<file path="config.mk">
export PLATFORM = sky130hd
export DESIGN_NAME = conv_frame_ctrl
export DESIGN_NICKNAME = d
export VERILOG_FILES = /design/src/rtl/conv_pkg.sv /design/src/rtl/conv_frame_ctrl_pos_counter.sv /design/src/rtl/conv_frame_ctrl.sv
export SDC_FILE = /design/constraint.sdc
export NUM_CORES = 1
export LEC_CHECK = 0
export BUFFER_PORTS_ARGS = -buffer_cell sky130_fd_sc_hd__buf_2
export CAP_MARGIN = 20
export CELL_PAD_IN_SITES_DETAIL_PLACEMENT = 0
export CELL_PAD_IN_SITES_GLOBAL_PLACEMENT = 1
export CORE_MARGIN = 5
export CORE_UTILIZATION = 44
export DETAILED_ROUTE_END_ITERATION = 10
export PLACE_DENSITY_LB_ADDON = 0.08
export SETUP_SLACK_MARGIN = 0.4
export SLEW_MARGIN = 10
export SYNTH_ARGS = -nofsm -noshare
export SYNTH_HDL_FRONTEND = slang
export SYNTH_SLANG_ARGS = --single-unit
</file>
<file path="constraint.sdc">
create_clock -name clk -period 2.5 [get_ports clk]
set_clock_uncertainty 0.05 [all_clocks]
set_input_delay 0.125 -clock clk [delete_from_list [all_inputs] [get_ports clk]]
set_output_delay 0.125 -clock clk [all_outputs]
set_load 0.02 [all_outputs]
</file>
<file path="src/rtl/conv_pkg.sv">
// Shared types and defaults for the convolution frame controller.
// Holds the FSM encoding and counter width helper.
package conv_pkg;

    localparam int IMG_W_DEF = 502;
    localparam int IMG_H_DEF = 502;
    localparam int CH_DEF    = 3;
    localparam int K_DEF     = 3;

    typedef enum logic [2:0] {
        S_IDLE,
        S_KERNEL,
        S_PIXEL,
        S_DRAIN,
        S_DONE
    } state_e;

    // Bits needed to count 0..n-1, never less than one.
    function automatic int cnt_w(input int n);
        return (n <= 1) ? 1 : $clog2(n);
    endfunction

endpackage

</file>
<file path="src/rtl/conv_frame_ctrl_pos_counter.sv">
// Nested chan/col/row position counter for one pixel frame.
// last_o flags the increment of the frame's final byte.
module pos_counter
    import conv_pkg::*;
#(
    parameter int W = IMG_W_DEF,
    parameter int H = IMG_H_DEF,
    parameter int C = CH_DEF
) (
    input  logic                  clk_i,
    input  logic                  rst_i,
    input  logic                  clr_i,
    input  logic                  inc_i,
    output logic [cnt_w(W)-1:0]   col_o,
    output logic [cnt_w(H)-1:0]   row_o,
    output logic                  last_o
);

    localparam int CHW = cnt_w(C);
    localparam int CW  = cnt_w(W);
    localparam int RW  = cnt_w(H);

    localparam logic [CHW-1:0] CH_END  = CHW'(C - 1);
    localparam logic [CW-1:0]  COL_END = CW'(W - 1);
    localparam logic [RW-1:0]  ROW_END = RW'(H - 1);

    logic [CHW-1:0] chan_q, chan_d;
    logic [CW-1:0]  col_q, col_d;
    logic [RW-1:0]  row_q, row_d;
    logic           chan_end, col_end, row_end;

    assign chan_end = (chan_q == CH_END);
    assign col_end  = (col_q == COL_END);
    assign row_end  = (row_q == ROW_END);
    assign last_o   = inc_i && chan_end && col_end && row_end;
    assign col_o    = col_q;
    assign row_o    = row_q;

    // Next position: channel wraps into column, column into row.
    always_comb begin
        chan_d = chan_q;
        col_d  = col_q;
        row_d  = row_q;
        if (clr_i) begin
            chan_d = '0;
            col_d  = '0;
            row_d  = '0;
        end else if (inc_i) begin
            if (chan_end) begin
                chan_d = '0;
                if (col_end) begin
                    col_d = '0;
                    row_d = row_end ? '0 : row_q + RW'(1);
                end else begin
                    col_d = col_q + CW'(1);
                end
            end else begin
                chan_d = chan_q + CHW'(1);
            end
        end
    end

    // Position registers.
    always_ff @(posedge clk_i) begin
        if (rst_i) begin
            chan_q <= '0;
            col_q  <= '0;
            row_q  <= '0;
        end else begin
            chan_q <= chan_d;
            col_q  <= col_d;
            row_q  <= row_d;
        end
    end

endmodule

</file>
<file path="src/rtl/conv_frame_ctrl.sv">
// Frame sequencer: kernel load, pixel stream, drain, done.
// Issues compute/transmit strobes and tracks overrun errors.
module conv_frame_ctrl
    import conv_pkg::*;
#(
    parameter int IMG_W = IMG_W_DEF,
    parameter int IMG_H = IMG_H_DEF,
    parameter int CH    = CH_DEF,
    parameter int K     = K_DEF
) (
    input  logic clk,
    input  logic rst,
    input  logic start,
    input  logic abort,
    input  logic rx_valid,
    input  logic send_busy,
    output logic kernel_we,
    output logic pixel_we,
    output logic cal_we,
    output logic send_we,
    output logic frame_done,
    output logic busy,
    output logic err_overrun
);

    localparam int KB = K * K * CH;
    localparam int KW = cnt_w(KB);
    localparam int CW = cnt_w(IMG_W);
    localparam int RW = cnt_w(IMG_H);

    localparam logic [KW-1:0] K_LAST = KW'(KB - 1);
    localparam logic [CW-1:0] COL_TH = CW'(K - 1);
    localparam logic [RW-1:0] ROW_TH = RW'(K - 1);

    state_e        state_q, state_d;
    logic [KW-1:0] kcnt_q, kcnt_d;
    logic          cal_q, cal_d;
    logic          send_q, send_d;
    logic          last_q, last_d;
    logic          err_q, err_d;
    logic          pos_clr, pos_inc, pos_last;
    logic [CW-1:0] col;
    logic [RW-1:0] row;

    pos_counter #(
        .W (IMG_W),
        .H (IMG_H),
        .C (CH)
    ) u_pos (
        .clk_i  (clk),
        .rst_i  (rst),
        .clr_i  (pos_clr),
        .inc_i  (pos_inc),
        .col_o  (col),
        .row_o  (row),
        .last_o (pos_last)
    );

    // Next state, counter control, strobe requests and error flag.
    always_comb begin
        state_d = state_q;
        kcnt_d  = kcnt_q;
        err_d   = err_q;
        cal_d   = 1'b0;
        send_d  = 1'b0;
        last_d  = 1'b0;
        pos_clr = 1'b0;
        pos_inc = 1'b0;
        if (send_q && send_busy) err_d = 1'b1;
        if (abort) begin
            state_d = S_IDLE;
            kcnt_d  = '0;
            pos_clr = 1'b1;
        end else begin
            case (state_q)
                S_IDLE: begin
                    if (start) begin
                        state_d = S_KERNEL;
                        kcnt_d  = '0;
                        pos_clr = 1'b1;
                        err_d   = 1'b0;
                    end
                end
                S_KERNEL: begin
                    if (rx_valid) begin
                        if (kcnt_q == K_LAST) begin
                            kcnt_d  = '0;
                            state_d = S_PIXEL;
                        end else begin
                            kcnt_d = kcnt_q + KW'(1);
                        end
                    end
                end
                S_PIXEL: begin
                    if (last_q) begin
                        state_d = S_DRAIN;
                        if (rx_valid) err_d = 1'b1;
                    end else if (rx_valid) begin
                        pos_inc = 1'b1;
                        cal_d   = 1'b1;
                        send_d  = (row >= ROW_TH) && (col >= COL_TH);
                        last_d  = pos_last;
                    end
                end
                S_DRAIN: begin
                    if (rx_valid) err_d = 1'b1;
                    if (!send_busy) state_d = S_DONE;
                end
                S_DONE: begin
                    if (rx_valid) err_d = 1'b1;
                    state_d = S_IDLE;
                end
                default: state_d = S_IDLE;
            endcase
        end
    end

    // State, kernel count, strobe pipeline and sticky error.
    always_ff @(posedge clk) begin
        if (rst) begin
            state_q <= S_IDLE;
            kcnt_q  <= '0;
            cal_q   <= 1'b0;
            send_q  <= 1'b0;
            last_q  <= 1'b0;
            err_q   <= 1'b0;
        end else begin
            state_q <= state_d;
            kcnt_q  <= kcnt_d;
            cal_q   <= cal_d;
            send_q  <= send_d;
            last_q  <= last_d;
            err_q   <= err_d;
        end
    end

    assign kernel_we   = (state_q == S_KERNEL);
    assign pixel_we    = (state_q == S_PIXEL);
    assign frame_done  = (state_q == S_DONE);
    assign busy        = (state_q != S_IDLE);
    assign cal_we      = cal_q;
    assign send_we     = send_q;
    assign err_overrun = err_q;

endmodule

</file>
### After elaboration in Yosys (flattened, before gate mapping)

Cells that the tools add are included.

* add/subtract/negate cells: 4
* $lt $le $gt $ge: 2
* equal/unequal tests: 13
* muxes and demuxes: 26
* bitwise gates (word level): 2
* reduce and logical (&&, ||, !) cells: 16

Operator list (count)
* $add 9x1->9 const B: 2
* $eq 9x9->1 const B: 2
* $ge 9x2->1 const B: 2
* $mux 9: 2
* $mux 3: 5
* $mux 5: 3
* $mux 1: 12
* $pmux 3 s4: 1
* $pmux 5 s2: 1
* $eq 3x2->1 const B: 2
* $ne 2x2->1 const B: 3
* $reduce_and 3->1: 2
* $reduce_or 2->1: 3
* $add 5x1->5 const B: 1
* $eq 5x5->1 const B: 1
* $logic_and 1x1->1: 5
* $reduce_and 5->1: 1
* $reduce_or 5->1: 1
* $ne 2x1->1 const B: 2
* $eq 3x1->1 const B: 1
* $eq 3x3->1 const B: 1
* $logic_not 3->1: 1
* $pmux 1 s3: 1
* $reduce_bool 3->1: 1
* other kinds (6): 7

* register bits: 32
* input port bits: 6
* output and inout bits: 7
* word-level logic and storage cells: 72

### Logic depth before layout (Yosys ltp)

Gate-level depths: netlist (run 1).

* depth after elaboration: 7
* depth in mapped cells: 8
* gate-level depth less buffers: 6

### By module

From an unflattened synthesis (run 1), not the netlist that was laid out.

* cells, all modules: 200
* area, all modules: 1685.4 sq um

By module, submodules not included
* pos_counter: instances 1, cells each 118, area each 983.4 sq um, seq. area each 400.4 sq um
* conv_frame_ctrl: instances 1, cells each 82, area each 701.9 sq um, seq. area each 240.2 sq um

### Worst setup path after synthesis (run 1)

OpenSTA, ideal clock, no wires.

* kind: reg2reg
* start point: register state_q[2]
* end point: register u_pos.row_q[6] (netlist: u_pos.row_o[6])
* library setup time: 0.070 ns
* arrival time: 1.752 ns
* required time: 2.380 ns
* setup slack: 0.627 ns
* cell stages (with the launch flop): 7
* path buffers: 2
* cells stage by stage: dfxtp_1 -> buf_4 -> nor4b_4 -> nand4_2 -> buf_2 -> or4_1 -> a21oi_1

* word-level cells in the longest chain between the ends: 4

Ends and longest elaborated chain
* start, declared: RTL line conv_frame_ctrl.sv:35 `state_e state_q, state_d;`
* start signal, assigned: RTL line conv_frame_ctrl.sv:128 `state_q <= state_d;`
* $eq 3x2->1 or $logic_not 3->1 (tied branches): RTL line conv_frame_ctrl.sv:75 `case (state_q)`
* $mux 1: RTL line conv_frame_ctrl.sv:75
* $mux 1 (on tied branches)
* $reduce_and 3->1 (no source line) or $reduce_or 2->1 (tied branches)
* end signal, assigned: RTL line conv_frame_ctrl_pos_counter.sv:72 `row_q <= row_d;`
* end, declared: RTL line conv_frame_ctrl_pos_counter.sv:29 `logic [RW-1:0] row_q, row_d;`

Several ways; a longest one is shown, not always the timed one.
A chain may end at the register's enable or synchronous reset.

### Worst setup path after layout (run 1)

* start point: register state_q[1]
* end point: register u_pos.row_q[8] (netlist: u_pos.row_o[8])

Same word-level chain as after synthesis.

==> results of run 1 <==
## per-layer routing
layer | part of all wire (%) | global-route usage (%)
met5 | 0 | 0
met4 | 1.4 | 5.94
met3 | 5.3 | 4.85
met2 | 43 | 23.7
met1 | 50 | 19.9
## metrics by stage
stage | power [uW] | setup WS [ns]
final | 985 | 0.569
after global routing | 1030 | 0.406
after CTS | 998 | 0.475
after detailed placement | 572 | 0.316
after global placement | 571 | 0.413
after floorplan | 554 | 0.627
## state kept, by name, indices dropped and copies added (netlist names)
signal / flops
cal_we: 1
err_overrun: 1
kcnt_q: 5
last_q: 1
send_we: 1
state_q: 3
u_pos.chan_q: 2
u_pos.col_o: 9
u_pos.row_o: 9
## power breakdown
part / internal [uW] / switching, uW / leakage (uW) / total [uW]
logic: 17.5 / 27.6 / 0.000397 / 45.1
clock network: 245 / 179 / 0.0000503 / 424
registers: 512 / 3.67 / 0.000258 / 515
## layout make-up
type                    count  area (um^2)
well taps                  48         60.1
flip-flops and latches     32          641
multi-input cells         154         1010
clock buffers               7         96.3
fillers                   347         1770
inverters                   9         33.8
repair buffers             18          105
## cell usage after synthesis
library cell,instances
a211oi_1,2
xnor2_1,2
nor4_1,4
o31ai_1,1
mux2i_1,1
dfxtp_1,32
mux2_2,1
inv_1,9
nor4b_4,1
clkbuf_1,3
xor2_1,9
o21ai_0,11
ha_1,8
or4_1,6
a221oi_1,2
nor4b_1,1
and3_1,6
nand4_1,7
buf_2,3
a32oi_1,1
nor3_1,6
nand2b_1,1
buf_4,1
or3b_2,2
a21oi_1,16
o211ai_1,1
nor2b_1,1
nand3_1,10
nor2_1,20
and4b_1,3
nor4bb_1,1
and4_1,4
or3_1,6
nand4b_1,1
and2_1,5
buf_6,1
nand2_1,13
nand4_2,1
## what timing repair did
action,CTS,global route
buffers inserted,2,0
resized for setup,0,2
setup endpoints to repair,6,10
hold endpoints to repair,0,0
pin swaps,1,0
## logic make-up (layout without fill, tap and decap cells)
family	Yosys count	in the layout	share of synthesized area (%)
xor gates and xnor gates	11	11	5.63
buffers and inverters	17	34	4.60
muxes	2	2	1.24
adders and majority gates	8	8	5.85
AOI/OAI and AO/OA	34	34	11.2
DFF	32	32	37.4
and+or+nand+nor	99	99	34.1
## worst min-delay path by stage
stage                    from                       to  slack, ns  cells past startpoint
global route        send_busy  state_q[2]$_SDFFE_PP0P_       0.02                      2
detailed placement  send_busy  state_q[2]$_SDFFE_PP0P_       0.31                      2
CTS                 send_busy  state_q[2]$_SDFFE_PP0P_       0.01                      2
finish              send_busy  state_q[2]$_SDFFE_PP0P_       0.02                      2
floorplan           send_busy  state_q[2]$_SDFFE_PP0P_       0.15                      1
global placement    send_busy  state_q[2]$_SDFFE_PP0P_       0.30                      2
==> impl_metrics.yaml, run 1 <==
worst_setup_path:
  worstPathArrival_ns: 2.09
  r2r_start: "state_q[1]$_SDFFE_PP0P_"
  endpoint_kind: "register"
  critical_path_class: "reg -> reg"
  endpoint: "u_pos.row_o[8]$_SDFFE_PP0P_"
  cp.required_ns: 2.66
  crit_buf_inv: 1
  max_stage_delay_ns: 0.53
  reg2reg_depth: 5
  cp_slowest_cell: "dfxtp_1"
  ff2ff_setup_slack_ns: 0.57
  cpLargestDelayFamily: "simple AND/OR/NAND/NOR gates"
  path_cells: "nor4bb_4, nand4_2, buf_4, or4_1, a21oi_1"
  reg2reg_to: "u_pos.row_o[8]$_SDFFE_PP0P_"
  critical_path_cell_count: 5
  startpoint_type: "register"
  startpoint: "state_q[1]$_SDFFE_PP0P_"
  cp_max_fo: 14
sta:
  fin_crit_ns: 1.93
  worst_slew_pin_slew_ns: 0.421
  hold_violations: 0
  slew_violations: 0
  holdWs_ns: 0.0176
  finalSetupViolations: 0
  max_freq_mhz: 518
  period_share_pct: 77.3
  setup_tns_ns: 0
  slew_headroom_pct: 72.0
  rsz0062_at_grt: "false"
die:
  start_util_pct: 46.1
  die_x_um: 72.4
  die_h_um: 72.4
  dieArea_mm2: 0.00524
  ios: 13
  coreArea_mm2: 0.00372
  rows: 22
route:
  vias_per_cell: 5.47
  wl_per_cell_um: 13.6
  routed_wl_mm: 3.64
  remaining_drc_errors: 0
  drt_iter0_markers: 77
  postRouteAntennaNets: 0
  dr.pass1.iters: 4
  dr_total_vias: 1467
run_status:
  outcome: "completed"
min_path:
  hp-class: "in -> reg"
placed_design:
  place_area_mm2: 0.00182
  place_hpwl_mm: 2.61
  io_buffer_count: 12
  place.gp.congestion: 0.808
  dpl.cell_count: 259
finish:
  finalNonFillerCells: 268
  antenna_cells: 0
  final_common_cell: "dfxtp_1"
  area_growth_pct: 13.5
  fin_nets: 234
  final_util_pct: 52.3
  final_cell_mix: "dfxtp_1, nor2_1, a21oi_1"
  fin_area_mm2: 0.00194
  drive_gt1_share_pct: 14.1
clocking:
  cts_made_buffers: 5
  cts.path.max_buffers: 2
  htreeDepth: 2
  path_clk_slew_ns: 0.06
  cts.sinks: 32
  cts_tree: "done"
  cts_root_buffer: "clkbuf_8"
  clk_latency_ns: 0.28
  ctsHoldBuffers: 0
logic_synthesis:
  synth.avg_cell_area_um2: 8.43
  synth.top_cell.area_share_pct: 37.4
  synth_area_leaders: "dfxtp_1, ha_1, a21oi_1"
  ys_seq_area_share_pct: 37.4
  synth_area_leader_cell: "dfxtp_1"
  ys_warn_count: 0
  syn-cell-area_mm2: 0.00171
  ys_types: 38
  synth_cells: 203
  syn_nets: 217
  ys_seq_elements: 32
global_route:
  grt_pass1_wl_mm: 6.42
  grt_pass1_vias: 1425
  grt_usage_pct: 15.3
  grt.overflow.total: 0
  grt_max_degree: 15
  antenna_found_initial: 0
pwr:
  p_leak_uw: 0.000706
  power_density_mw_per_mm2: 507
  peakVddDrop_mv: 0.338
run:
  maxCapViolCount: 0
Note: power is estimated with default switching activity, not from simulation.
==> run 2: changes to the inputs <==
Clock period 2.5 ns to 1.8 ns, I/O delays scaled along.
==> impl_metrics.yaml, run 2 (synthesized netlist as in run 1, its figures left out) <==
route:
  dr.pass1.iters: 4
  dr_total_vias: 1670
  postRouteAntennaNets: 0
  wl_per_cell_um: 14.3
  vias_per_cell: 5.48
  remaining_drc_errors: 0
  drt_iter0_markers: 28
  routed_wl_mm: 4.36
sta:
  setup_tns_ns: 0
  hold_violations: 1
  finalSetupViolations: 0
  slew_violations: 0
  worst_slew_pin_slew_ns: 0.357
  holdWs_ns: -0.00194
  max_freq_mhz: 596
  rsz0062_at_grt: "true"
  period_share_pct: 93.2
  slew_headroom_pct: 76.1
  fin_crit_ns: 1.68
run:
  maxCapViolCount: 0
placed_design:
  place_hpwl_mm: 2.90
  place_area_mm2: 0.00196
  place.gp.congestion: 0.857
  io_buffer_count: 12
worst_setup_path:
  startpoint: "state_q[2]$_SDFFE_PP0P_"
  worstPathArrival_ns: 1.85
  endpoint_kind: "register"
  cp_max_fo: 8
  critical_path_class: "reg -> reg"
  r2r_start: "state_q[2]$_SDFFE_PP0P_"
  cp.required_ns: 1.97
  startpoint_type: "register"
die:
  start_util_pct: 46.1
  coreArea_mm2: 0.00372
  dieArea_mm2: 0.00524
  rows: 22
  die_x_um: 72.4
  die_h_um: 72.4
  ios: 13
pwr:
  peakVddDrop_mv: 0.432
  p_leak_uw: 0.000933
  power_density_mw_per_mm2: 622
finish:
  drive_gt1_share_pct: 40.1
  final_common_cell: "buf_4"
  final_cell_mix: "buf_4, dfxtp_1, nor2_1"
  fin_nets: 270
  fin_area_mm2: 0.00241
  antenna_cells: 0
  area_growth_pct: 40.6
min_path:
  hp-class: "in -> reg"
  hp-start: "rst"
global_route:
  antenna_found_initial: 0
  grt_pass1_vias: 1617
  grt_usage_pct: 17.6
  grt_pass1_wl_mm: 7.24
  grt.overflow.total: 0
  grt_max_degree: 11
clocking:
  htreeDepth: 2
  cts_tree: "done"
  cts_root_buffer: "clkbuf_8"
  clk_latency_ns: 0.28
  cts.sinks: 32
  path_clk_slew_ns: 0.07
  cts.path.max_buffers: 2
  cts_made_buffers: 5
run_status:
  violations: "hold timing"
  outcome: "finished, violations left"
==> run 2: cell count changes in the layout (fill, tap and decap cells not counted), moves of 3 or more <==
cell / previous run / this run
inv_2: 0 / 4
buf_4: 6 / 34
a21oi_2: 0 / 4
inv_1: 9 / 5
o21ai_0: 11 / 6
a21oi_1: 16 / 12
nor2_1: 20 / 17
dfxtp_2: 0 / 9
o21ai_1: 0 / 5
buf_6: 0 / 7
dfxtp_1: 32 / 22
==> run 2: critical path, cell delays in order (launching register included) <==
cell and delay (ns):
dfxtp_2 0.34, nor4b_4 0.25, buf_4 0.17, buf_4 0.16
nand4_1 0.09, or4_1 0.40, a21oi_1 0.14
==> run 2: repair_timing <==
item | in CTS | in global routing
gates cloned | 1 | 0
resized for setup | 33 | 24
hold buffers | 1 | 1
hold endpoints to repair | 1 | 1
endpoints found under the setup margin | 30 | 31
setup buffers | 11 | 5
pin swaps | 11 | 16
==> run 2: cell type report <==
class | count | area, um^2
Clock inverter | 2 | 35.0
Fill cell | 330 | 1310
Inverter | 9 | 33.8
Timing Repair Buffer | 53 | 404
Multi-Input combinational cell | 155 | 1150
Tap cell | 48 | 60.1
Clock buffer | 6 | 72.6
Sequential cell | 32 | 656
==> run 2: report_power, final <==
group / leakage, uW / switching, uW / internal (uW)
combinational: 0.000614 / 55.2 / 51.8
clock: 0.0000552 / 268 / 410
sequential: 0.000263 / 2.80 / 709
total: 0.000933 / 326 / 1170
==> run 2: worst paths after layout <==
path	to	slack [ns]	cells past startpoint
worst min register to register	u_pos.row_o[7]$_SDFFE_PP0P_	0.45	2
worst min-delay path	last_q$_SDFF_PP0_	-0.002	2
worst max-delay path	u_pos.col_o[7]$_SDFFE_PP0P_	0.12	6
worst max register to register	u_pos.col_o[7]$_SDFFE_PP0P_	0.12	6
==> run 2: metrics by stage <==
step           utilization (%)  power (uW)  cells  worst slack, ns
3_5_place_dp              52.8         802    278          -0.0986
4_1_cts                   61.3        1490    299           0.0716
6_report                  64.8        1500    305            0.123
3_3_place_gp              52.8         801    278           0.0114
2_1_floorplan                -         770    203          -0.0272
5_1_grt                   64.8        1550    305           0.0384
==> run 2: metal layers <==
| metal | wire, um | vias up | global-route usage, % |
|---|---|---|---|
| met5 | 0 | - | 0 |
| met4 | 99 | 0 | 5.94 |
| met3 | 153 | 10 | 4.85 |
| met2 | 2220 | 30 | 30.8 |
| met1 | 1890 | 782 | 20.5 |
| li1 | - | 848 | - |
